## config.mk

```make
export PLATFORM = sky130hd
export DESIGN_NAME = lift_call_scheduler
export DESIGN_NICKNAME = d
export VERILOG_FILES = /design/src/rtl/lift_pkg.sv /design/src/rtl/lift_call_picker.sv /design/src/rtl/lift_call_scheduler.sv
export SDC_FILE = /design/constraint.sdc
export NUM_CORES = 1
export LEC_CHECK = 0
export BUFFER_PORTS_ARGS = -buffer_cell sky130_fd_sc_hd__buf_2
export CAP_MARGIN = 20
export CORE_MARGIN = 4
export CORE_UTILIZATION = 35
export DETAILED_ROUTE_END_ITERATION = 10
export SKIP_LAST_GASP = 1
export SYNTH_ARGS = -nofsm -noshare
export SYNTH_HDL_FRONTEND = slang
export SYNTH_SLANG_ARGS = --single-unit
```

## constraint.sdc

```tcl
create_clock -name clk -period 2.2 [get_ports clk]
set_input_delay 0.33 -clock clk [delete_from_list [all_inputs] [get_ports clk]]
set_output_delay 0.33 -clock clk [all_outputs]
set_load 0.005 [all_outputs]
```

## src/rtl/lift_pkg.sv

```systemverilog
// Shared constants and types for the lift call scheduler.
package lift_pkg;

    // Motor command codes
    localparam logic [1:0] MOT_STOP = 2'b00;
    localparam logic [1:0] MOT_UP   = 2'b01;
    localparam logic [1:0] MOT_DOWN = 2'b10;

    // Scheduler states
    typedef enum logic [2:0] {
        ST_IDLE,
        ST_MOVE_UP,
        ST_MOVE_DOWN,
        ST_DWELL,
        ST_OVERLOAD,
        ST_FAULT
    } state_t;

    // Display codes: DISP_P is the code for floor 1; floor n shows DISP_P + n - 1
    localparam logic [2:0] DISP_OFF = 3'b000;
    localparam logic [2:0] DISP_S   = 3'b101;
    localparam logic [2:0] DISP_P   = 3'b001;

    // Travel direction
    localparam logic DIR_UP   = 1'b0;
    localparam logic DIR_DOWN = 1'b1;

    // Index of the lowest set limit switch; holds the previous floor between floors
    function automatic logic [1:0] lowest_floor(input logic [3:0] v, input logic [1:0] hold);
        logic [1:0] f;
        f = hold;
        for (int i = 3; i >= 0; i--) begin
            if (v[i]) f = 2'(i);
        end
        return f;
    endfunction

endpackage

```

## src/rtl/lift_call_picker.sv

```systemverilog
// SCAN direction picker: summarises pending calls relative to the current floor.
module lift_call_picker
    import lift_pkg::*;
#(
    parameter int NUM_FLOORS = 4
) (
    input  logic [NUM_FLOORS-1:0] pending_i,
    input  logic [1:0]            cur_floor_i,
    input  logic                  dir_i,
    output logic                  any_above_o,
    output logic                  any_below_o,
    output logic                  here_o,
    output logic                  next_dir_o
);

    // Split pending calls into above / below / at the current floor
    always_comb begin
        any_above_o = 1'b0;
        any_below_o = 1'b0;
        here_o      = 1'b0;
        for (int i = 0; i < NUM_FLOORS; i++) begin
            if (i > int'(cur_floor_i)) any_above_o = any_above_o | pending_i[i];
            if (i < int'(cur_floor_i)) any_below_o = any_below_o | pending_i[i];
            if (i == int'(cur_floor_i)) here_o     = pending_i[i];
        end
    end

    // Keep going the current way while there is work ahead; reverse only when needed
    always_comb begin
        if (any_above_o && (dir_i == DIR_UP || !any_below_o)) next_dir_o = DIR_UP;
        else if (any_below_o)                                  next_dir_o = DIR_DOWN;
        else                                                   next_dir_o = dir_i;
    end

endmodule

```

## src/rtl/lift_call_scheduler.sv

```systemverilog
// Lift call scheduler and motor sequencer.
// Optional watchdog (FAULT state, move timeout) enabled by defining LIFT_WATCHDOG_EN.
module lift_call_scheduler
    import lift_pkg::*;
#(
    parameter int NUM_FLOORS   = 4,
    parameter int DWELL_CYCLES = 1000,
    parameter int MOVE_TIMEOUT = 50000000
) (
    input  logic                  clk,
    input  logic                  reset,
    input  logic [NUM_FLOORS-1:0] call_btn,
    input  logic [NUM_FLOORS-1:0] fc,
    input  logic                  sp,
    output logic [1:0]            motores,
    output logic [1:0]            cur_floor,
    output logic [NUM_FLOORS-1:0] pending,
    output logic                  busy,
    output logic                  fault,
    output logic [2:0]            disp_code
);

    localparam int CW = (DWELL_CYCLES > 1) ? $clog2(DWELL_CYCLES) : 1;

    state_t                state_q, state_d;
    logic                  dir_q, dir_d;
    logic [CW-1:0]         cnt_q, cnt_d;
    logic [NUM_FLOORS-1:0] pending_q, pending_d;
    logic [NUM_FLOORS-1:0] btn_q;
    logic [1:0]            cur_floor_q, cur_floor_d;
    logic [1:0]            motores_q, motores_d;
    logic [2:0]            disp_q, disp_d;
    logic                  busy_q;

    logic [NUM_FLOORS-1:0] rise, set_mask, clr_mask, cur_oh, arr;
    logic [3:0]            fc_ext;
    logic                  any_above, any_below, here, next_dir;

`ifdef LIFT_WATCHDOG_EN
    logic [31:0]           wd_q, wd_d;
    logic [NUM_FLOORS-1:0] fc_q;
    logic                  fault_q;
    logic                  wd_expired;
`else
    logic                  unused_timeout;
    assign unused_timeout = (MOVE_TIMEOUT != 0);
`endif

    assign rise = call_btn & ~btn_q;

    // Zero-extend the limit switches and decode the current floor as a one-hot mask
    always_comb begin
        fc_ext = '0;
        fc_ext[NUM_FLOORS-1:0] = fc;
        cur_oh = '0;
        for (int i = 0; i < NUM_FLOORS; i++) cur_oh[i] = (int'(cur_floor_q) == i);
    end

    lift_call_picker #(.NUM_FLOORS(NUM_FLOORS)) u_picker (
        .pending_i   (pending_q),
        .cur_floor_i (cur_floor_q),
        .dir_i       (dir_q),
        .any_above_o (any_above),
        .any_below_o (any_below),
        .here_o      (here),
        .next_dir_o  (next_dir)
    );

    assign arr = fc & pending_q;

`ifdef LIFT_WATCHDOG_EN
    // Time out only while the switches are steady; a switch change proves motion
    assign wd_expired = (fc == fc_q) && (wd_q == 32'(MOVE_TIMEOUT - 1));
`endif

    // Next-state, pending-call and output decode
    always_comb begin
        state_d     = state_q;
        dir_d       = dir_q;
        cnt_d       = cnt_q;
        set_mask    = rise;
        clr_mask    = '0;
        cur_floor_d = lowest_floor(fc_ext, cur_floor_q);
`ifdef LIFT_WATCHDOG_EN
        wd_d        = '0;
`endif
        case (state_q)
            ST_IDLE: begin
                if (sp) begin
                    state_d = ST_OVERLOAD;
                end else if (here) begin
                    state_d  = ST_DWELL;
                    cnt_d    = '0;
                    clr_mask = cur_oh;
                end else if (any_above || any_below) begin
                    dir_d   = next_dir;
                    state_d = (next_dir == DIR_UP) ? ST_MOVE_UP : ST_MOVE_DOWN;
                end
            end
            ST_MOVE_UP, ST_MOVE_DOWN: begin
`ifdef LIFT_WATCHDOG_EN
                wd_d = (fc != fc_q) ? 32'd0 : wd_q + 32'd1;
`endif
                // Stop at a pending floor, or at the end of travel no matter what
                if ((|arr) ||
                    (state_q == ST_MOVE_UP   && fc[NUM_FLOORS-1]) ||
                    (state_q == ST_MOVE_DOWN && fc[0])) begin
                    state_d  = ST_DWELL;
                    cnt_d    = '0;
                    clr_mask = arr;
`ifdef LIFT_WATCHDOG_EN
                end else if (wd_expired) begin
                    state_d = ST_FAULT;
`endif
                end
            end
            ST_DWELL: begin
                if (sp) begin
                    state_d = ST_OVERLOAD;
                end else if (|(rise & cur_oh)) begin
                    // A call for the floor we are at just holds the doors open longer
                    cnt_d    = '0;
                    set_mask = rise & ~cur_oh;
                end else if (cnt_q == CW'(DWELL_CYCLES - 1)) begin
                    state_d = ST_IDLE;
                end else begin
                    cnt_d = cnt_q + 1'b1;
                end
            end
            ST_OVERLOAD: begin
                if (!sp) begin
                    state_d = ST_DWELL;
                    cnt_d   = '0;
                end
            end
            ST_FAULT: state_d = ST_FAULT;
            default:  state_d = ST_IDLE;
        endcase

        pending_d = (pending_q | set_mask) & ~clr_mask;

        case (state_d)
            ST_MOVE_UP:   motores_d = MOT_UP;
            ST_MOVE_DOWN: motores_d = MOT_DOWN;
            default:      motores_d = MOT_STOP;
        endcase

        if (state_d == ST_FAULT)         disp_d = DISP_OFF;
        else if (state_d == ST_OVERLOAD) disp_d = DISP_S;
        else                             disp_d = DISP_P + {1'b0, cur_floor_d};
    end

    // State and registered outputs
    always_ff @(posedge clk) begin
        if (reset) begin
            state_q     <= ST_IDLE;
            dir_q       <= DIR_UP;
            cnt_q       <= '0;
            pending_q   <= '0;
            btn_q       <= '0;
            cur_floor_q <= 2'd0;
            motores_q   <= MOT_STOP;
            disp_q      <= DISP_P;
            busy_q      <= 1'b0;
`ifdef LIFT_WATCHDOG_EN
            wd_q        <= '0;
            fc_q        <= '0;
            fault_q     <= 1'b0;
`endif
        end else begin
            state_q     <= state_d;
            dir_q       <= dir_d;
            cnt_q       <= cnt_d;
            pending_q   <= pending_d;
            btn_q       <= call_btn;
            cur_floor_q <= cur_floor_d;
            motores_q   <= motores_d;
            disp_q      <= disp_d;
            busy_q      <= (state_d != ST_IDLE);
`ifdef LIFT_WATCHDOG_EN
            wd_q        <= wd_d;
            fc_q        <= fc;
            fault_q     <= (state_d == ST_FAULT);
`endif
        end
    end

    assign motores   = motores_q;
    assign cur_floor = cur_floor_q;
    assign pending   = pending_q;
    assign busy      = busy_q;
    assign disp_code = disp_q;
`ifdef LIFT_WATCHDOG_EN
    assign fault     = fault_q;
`else
    assign fault     = 1'b0;
`endif

endmodule

```

=== Yosys cells after proc, flatten, opt, wreduce, memory -nomap -nowiden ===
Index checks and enable logic that the tools add are counted.

* Add/sub/neg operators: 2
* Magnitude comparators: 6
* Equality and inequality tests: 22
* Mux-type cells: 44
* Bitwise operators: 16
* Reductions and logical operators: 19

{| class="wikitable"
|+ Operators with widths
! kind !! number
|-
| $mux 10 || 7
|-
| $pmux 10 s4 || 1
|-
| $mux 3 || 9
|-
| $mux 4 || 6
|-
| $and 4x4->4 || 5
|-
| $pmux 3 s5 || 1
|-
| $mux 1 || 13
|-
| $eq 3x3->1 const B || 4
|-
| $not 4->4 || 3
|-
| $add 10x1->10 const B || 1
|-
| $eq 10x10->1 const B || 1
|-
| $mux 2 || 5
|-
| $ne 2x2->1 const B || 5
|-
| $eq 3x2->1 const B || 3
|-
| $pmux 4 s2 || 1
|-
| $reduce_or 4->1 || 2
|-
| $reduce_and 7->1 || 1
|-
| $eq 3x1->1 const B || 2
|-
| $eq 2x2->1 const A || 2
|-
| $eq 2x2->1 const B || 2
|-
| $gt 2x2->1 const A || 2
|-
| $logic_or 1x1->1 || 4
|-
| $lt 1x2->1 const A || 2
|-
| $or 1x1->1 || 4
|-
| 18 further kinds || 23
|}

* Register bits: 30
* Bits of input ports: 11
* Output and inout port bits: 13
* Word-level logic and storage cells: 120

=== Longest topological paths before layout ===
* Depth after elaboration: 18
* Mapped depth: 10
* Depth with buffers taken out: 9

=== Hierarchy ===
A second synthesis with hierarchy kept.

* Cells, all modules: 195
* Area, all modules: 1,621.6 um^2

{| class="wikitable"
|+ By module, submodules not included
! module !! times used !! cells each !! area an instance (um^2) !! sequential area each (um^2)
|-
| lift_call_scheduler || 1 || 185 || 1,540.2 || 600.6
|-
| lift_call_picker || 1 || 10 || 81.3 || 0.0
|}

=== Worst setup path after synthesis ===
No wires, ideal clock.

* Path type: reg2reg
* From: register cur_floor_q[0] (netlist: cur_floor[0])
* To: register cnt_q[3]
* Library setup time: 70 ps
* Arrival: 1,926 ps
* Required time: 2,130 ps
* Setup slack: 204 ps
* Stages on the path, launching flop included: 8
* Buffers on the path: 2
* Period minus slack after synthesis: 1,996 ps
* Path through: dfxtp_1 > buf_6 > mux4_2 > o221ai_2 > or2_1 > buf_6 > or4_1 > a21oi_1

* Longest elaborated chain between the ends: 7
* Elaborated cells between the ends (all ways): 19
* Classes of those cells: eq/ne (8); mux (7); bitwise (1); reduce/logical (3)

{| class="wikitable"
|+ Ends and longest elaborated chain
! item !! RTL line !! RTL
|-
| start, declared || lift_call_scheduler.sv:30 || <nowiki>logic [1:0] cur_floor_q, cur_floor_d;</nowiki>
|-
| start signal, assigned || lift_call_scheduler.sv:176 || <nowiki>cur_floor_q <= cur_floor_d;</nowiki>
|-
| $logic_not 2->1 || lift_call_picker.sv:24, lift_call_scheduler.sv:56 ||
|-
| $mux 1 (4 in a row) || lift_call_picker.sv:24 || <nowiki>if (i == int'(cur_floor_i)) here_o = pending_i[i];</nowiki>
|-
| $ne 2x2->1 (no source line) || -- ||
|-
| $reduce_and 7->1 (no source line) || -- ||
|-
| end signal, assigned || lift_call_scheduler.sv:173 || <nowiki>cnt_q <= cnt_d;</nowiki>
|-
| end, declared || lift_call_scheduler.sv:27 || <nowiki>logic [CW-1:0] cnt_q, cnt_d;</nowiki>
|}

Parallel ways exist; a longest one is shown, timed or not. The select of a mux whose other input is x is not followed.
A chain may end at the register's enable or synchronous reset.

=== Final worst setup path ===
* From: register cur_floor_q[0] (netlist: cur_floor[0])
* To: register motores_q[0] (netlist: motores[0])

* Longest elaborated chain between the ends: 17
* Elaborated cells between the ends (all ways): 45
* Classes of those cells: order compare (6); eq/ne (8); mux (20); bitwise (5); reduce/logical (6)

{| class="wikitable"
|+ Ends and longest elaborated chain
! item !! RTL line !! RTL
|-
| $lt 1x2->1 || lift_call_picker.sv:23 || <nowiki>if (i < int'(cur_floor_i)) any_below_o = any_below_o | pending_i[i];</nowiki>
|-
| $mux 1 || lift_call_picker.sv:23 ||
|-
| $or 1x1->1 || lift_call_picker.sv:23 ||
|-
| $mux 1 || lift_call_picker.sv:23 ||
|-
| $or 1x1->1 || lift_call_picker.sv:23 ||
|-
| $mux 1 || lift_call_picker.sv:23 ||
|-
| $logic_not 1->1 || lift_call_picker.sv:30 || <nowiki>if (any_above_o && (dir_i == DIR_UP || !any_below_o)) next_dir_o = DIR_UP;</nowiki>
|-
| $logic_or 1x1->1 || lift_call_picker.sv:30 ||
|-
| $logic_and 1x1->1 || lift_call_picker.sv:30 ||
|-
| $mux 1 || lift_call_picker.sv:30 ||
|-
| $mux 2 || lift_call_scheduler.sv:97 || <nowiki>state_d = (next_dir == DIR_UP) ? ST_MOVE_UP : ST_MOVE_DOWN;</nowiki>
|-
| $mux 3 || lift_call_scheduler.sv:95 || <nowiki>end else if (any_above || any_below) begin</nowiki>
|-
| $mux 3 || lift_call_scheduler.sv:91 || <nowiki>end else if (here) begin</nowiki>
|-
| $mux 3 || lift_call_scheduler.sv:89 || <nowiki>if (sp) begin</nowiki>
|-
| $pmux 3 s5 * || lift_call_scheduler.sv:87 || <nowiki>case (state_q)</nowiki>
|-
| $eq 3x2->1 or $eq 3x1->1 (tied branches) || lift_call_scheduler.sv:142 || <nowiki>case (state_d)</nowiki>
|-
| $pmux 2 s2 * || lift_call_scheduler.sv:142 ||
|-
| end signal, assigned || lift_call_scheduler.sv:177 || <nowiki>motores_q <= motores_d;</nowiki>
|-
| end, declared || lift_call_scheduler.sv:31 || <nowiki>logic [1:0] motores_q, motores_d;</nowiki>
|}

Mark *: on every way between the ends. The rest lies on a longest branch, timed or not.

==> results.py <==
metrics = {
    "synthesis": {
        "synth_top_area_cell": "dfxtp_1",
        "ys_dominant_reg_cell": "dfxtp_1",
        "yosysWarnings": 0,
        "synth_cell_type_count": 55,
        "ys_ff_latch": 30,
        "synthTopCellsByArea": "dfxtp_1, a21oi_1, nor2_1, nor2b_1, nor3_1",
        "async_flop_share": 0,
        "syn_nets": 217,
        "synth-edff-count": 0,
        "yosysSeqAreaShare": 0.351,
        "synth_top_area_frac": 0.351,
        "synth_area_sq_um": 1710,
        "synth_cells": 204,
        "synthTopCellsByCount": "dfxtp_1, nor2_1, a21oi_1, nand2_1, nor2b_1",
        "syn_avg_cell_area_sq_um": 8.39,
        "yosysMostFrequentCell": "dfxtp_1",
    },
    "worst_setup_path": {
        "crit_required_ns": 2.38,
        "r2r_start": "cur_floor[0]",
        "start_kind": "flop",
        "critPathKind": "flop to flop",
        "end_kind": "flop",
        "crit_fanout": 4,
        "crit_path_start": "cur_floor[0]",
        "arrival_ns": 2.14,
    },
    "detailed_routing": {
        "drc_errors": 0,
        "drt_first_pass_iters": 4,
        "routed_via_density": 5.27,
        "drt_iter0_drc": 85,
        "wl_per_cell_microns": 13.7,
        "num_vias": 1587,
        "wl_mm": 4.13,
        "ant_nets": 0,
    },
    "cells_and_area": {
        "drive_gt1_frac": 0.231,
        "syn2layout_area_growth_pct": 19.6,
        "utilization": 0.433,
        "fin_nets": 246,
        "diodes": 0,
        "fin_cells": 301,
    },
    "global_route": {
        "grt_first_pass_wirelength_mm": 7.00,
        "grt_pass1_vias": 1497,
        "track_usage": 0.144,
        "grt.overflow.total": 0,
        "grt_max_degree": 21,
        "antenna_found_initial": 0,
    },
    "floorplan": {
        "fp.dieH_microns": 77.9,
        "rows": 25,
        "core_area_sq_um": 4720,
        "die_area_sq_um": 6070,
        "die_x_microns": 77.9,
        "io_pins": 24,
        "start_util": 0.362,
    },
    "cts": {
        "cts_buffer_depth": 2,
        "cts_tree": "done",
        "worstSkewPairLatency_ns": 0.29,
        "cts.sinks": 30,
        "cts_root_buffer": "clkbuf_8",
        "clkTransAtPathRegs_ns": 0.07,
        "ctsHoldBuffers": 0,
        "numCtsBuffers": 5,
        "cts_max_level": 2,
    },
    "pwr": {
        "finalPower_mw": 2.04,
        "cellPowerDensity_nw_per_um2": 999,
        "p_leak_nw": 0.776,
        "ir_drop_mv": 0.360,
    },
    "placement": {
        "gp_routability_congestion": 0.796,
        "dp_hpwl_mm": 3.04,
        "dp_cells": 293,
        "io_buffer_count": 22,
    },
    "flow_run": {
        "max_cap_viol_count": 0,
    },
    "timing": {
        "hold_violations": 0,
        "fin_crit_sh": 0.894,
        "final_max_slew_viol_count": 0,
        "period_needed_ns": 1.97,
        "skew_ns": 0.00704,
        "setup_tns_ns": 0,
        "rsz0062_at_grt": "false",
        "setup_viol": 0,
        "max_freq_ghz": 0.508,
    },
    "status": {
        "status": "completed",
    },
    "worst_hold_path": {
        "hold_start": "call_btn[0]",
        "min_path_type": "primary input to flop",
    },
}
==> final timing paths <==
kind           endpoint  slack (ns)  depth (start not counted)
max          motores[0]        0.23                          5
max reg2reg  motores[0]        0.23                          5
min reg2reg    cnt_q[9]        0.49                          2
min            btn_q[0]        0.26                          2
==> what timing repair did <==
item / 4_1_cts / 5_1_grt
setup endpoints to repair: 0 / 11
gates resized for setup: 0 / 3
setup buffers: 0 / 0
==> per-layer routing <==
| metal | GRT usage | vias up | share of wire |
|---|---|---|---|
| met5 | 0 | - | 0 |
| met4 | 0.0577 | 0 | 0.017 |
| met3 | 0.0406 | 7 | 0.038 |
| met2 | 0.221 | 30 | 0.46 |
| met1 | 0.189 | 746 | 0.48 |
| li1 | - | 804 | - |
==> kinds of logic after synthesis <==
kind of cell,count (synthesis),share of synthesized area
adder cells (fa/ha/maj),2,0.0146
AO/OA/AOI/OAI,56,0.235
XOR/XNOR,5,0.0256
flip-flops,30,0.351
multiplexers,4,0.0409
other,1,0.00219
buffers and inverters,20,0.0555
AND/OR/NAND/NOR,86,0.276
==> area by class of cell <==
class                      instances  area (sq um)
tap                               67          83.8
multi-input combinational        154          1020
inverter                           9          33.8
clock buffer                       8           110
timing repair buffer              33           193
sequential                        30           602
fill                             484          2680
==> where the power goes <==
group          total (mW)  leakage (nW)  internal [mW]  switching (mW)
Sequential          0.717         0.246          0.624          0.0926
Clock               0.530        0.0575          0.316           0.215
Combinational       0.797         0.473          0.359           0.438
Total                2.04         0.776           1.30           0.746
==> cell usage in the layout (no fill, tap or decap), types with 2 or more instances in the layout <==
| master | synthesis | layout |
|---|---|---|
| buf_4 | 1 | 11 |
| or3_1 | 2 | 2 |
| xnor2_1 | 4 | 4 |
| a2111oi_0 | 4 | 4 |
| nand4_1 | 3 | 3 |
| nand2b_1 | 3 | 3 |
| or2_2 | 3 | 3 |
| o21a_1 | 2 | 2 |
| nor2_1 | 20 | 20 |
| nand2_1 | 11 | 11 |
| o21bai_1 | 2 | 2 |
| a22o_1 | 2 | 2 |
| nor3_1 | 9 | 9 |
| nor4_1 | 3 | 3 |
| nand3_1 | 4 | 4 |
| and3_1 | 2 | 2 |
| and4b_1 | 2 | 2 |
| a21oi_1 | 16 | 16 |
| a31oi_1 | 3 | 3 |
| a211oi_1 | 3 | 3 |
| o22ai_1 | 2 | 2 |
| nand3b_1 | 3 | 3 |
| dfxtp_1 | 30 | 29 |
| a22oi_1 | 2 | 2 |
| ha_1 | 2 | 2 |
| clkbuf_8 | 0 | 8 |
| inv_1 | 9 | 9 |
| and2_1 | 2 | 2 |
| buf_2 | 1 | 22 |
| or4_1 | 2 | 2 |
| o31ai_1 | 3 | 3 |
| nor2b_1 | 11 | 11 |
| o21ai_0 | 9 | 9 |
==> registers in the layout, indices dropped and copies added (netlist names) <==
signal / count
motores: 2
disp_code: 3
state_q: 3
pending: 4
dir_q: 1
cnt_q: 10
btn_q: 4
busy: 1
cur_floor: 2
==> critical path, stage by stage, from the launching register on <==
cell      delay [ns]
dfxtp_1         0.42
mux4_2          0.60
nand2_1         0.11
o21ai_0         0.11
a311oi_2        0.36
and4b_1         0.24
==> per-stage QoR <==
stage / setup slack [ns] / cell area (sq um) / hold WS [ns]
floorplan: 0.204 / 1710 / 0.408
global placement: 0.0995 / 1930 / 0.476
detailed placement: 0.0668 / 1930 / 0.485
CTS: 0.0465 / 2040 / 0.260
global route: 0.0890 / 2050 / 0.276
finish: 0.232 / 2050 / 0.264
Power figures use the tool's default switching activity.
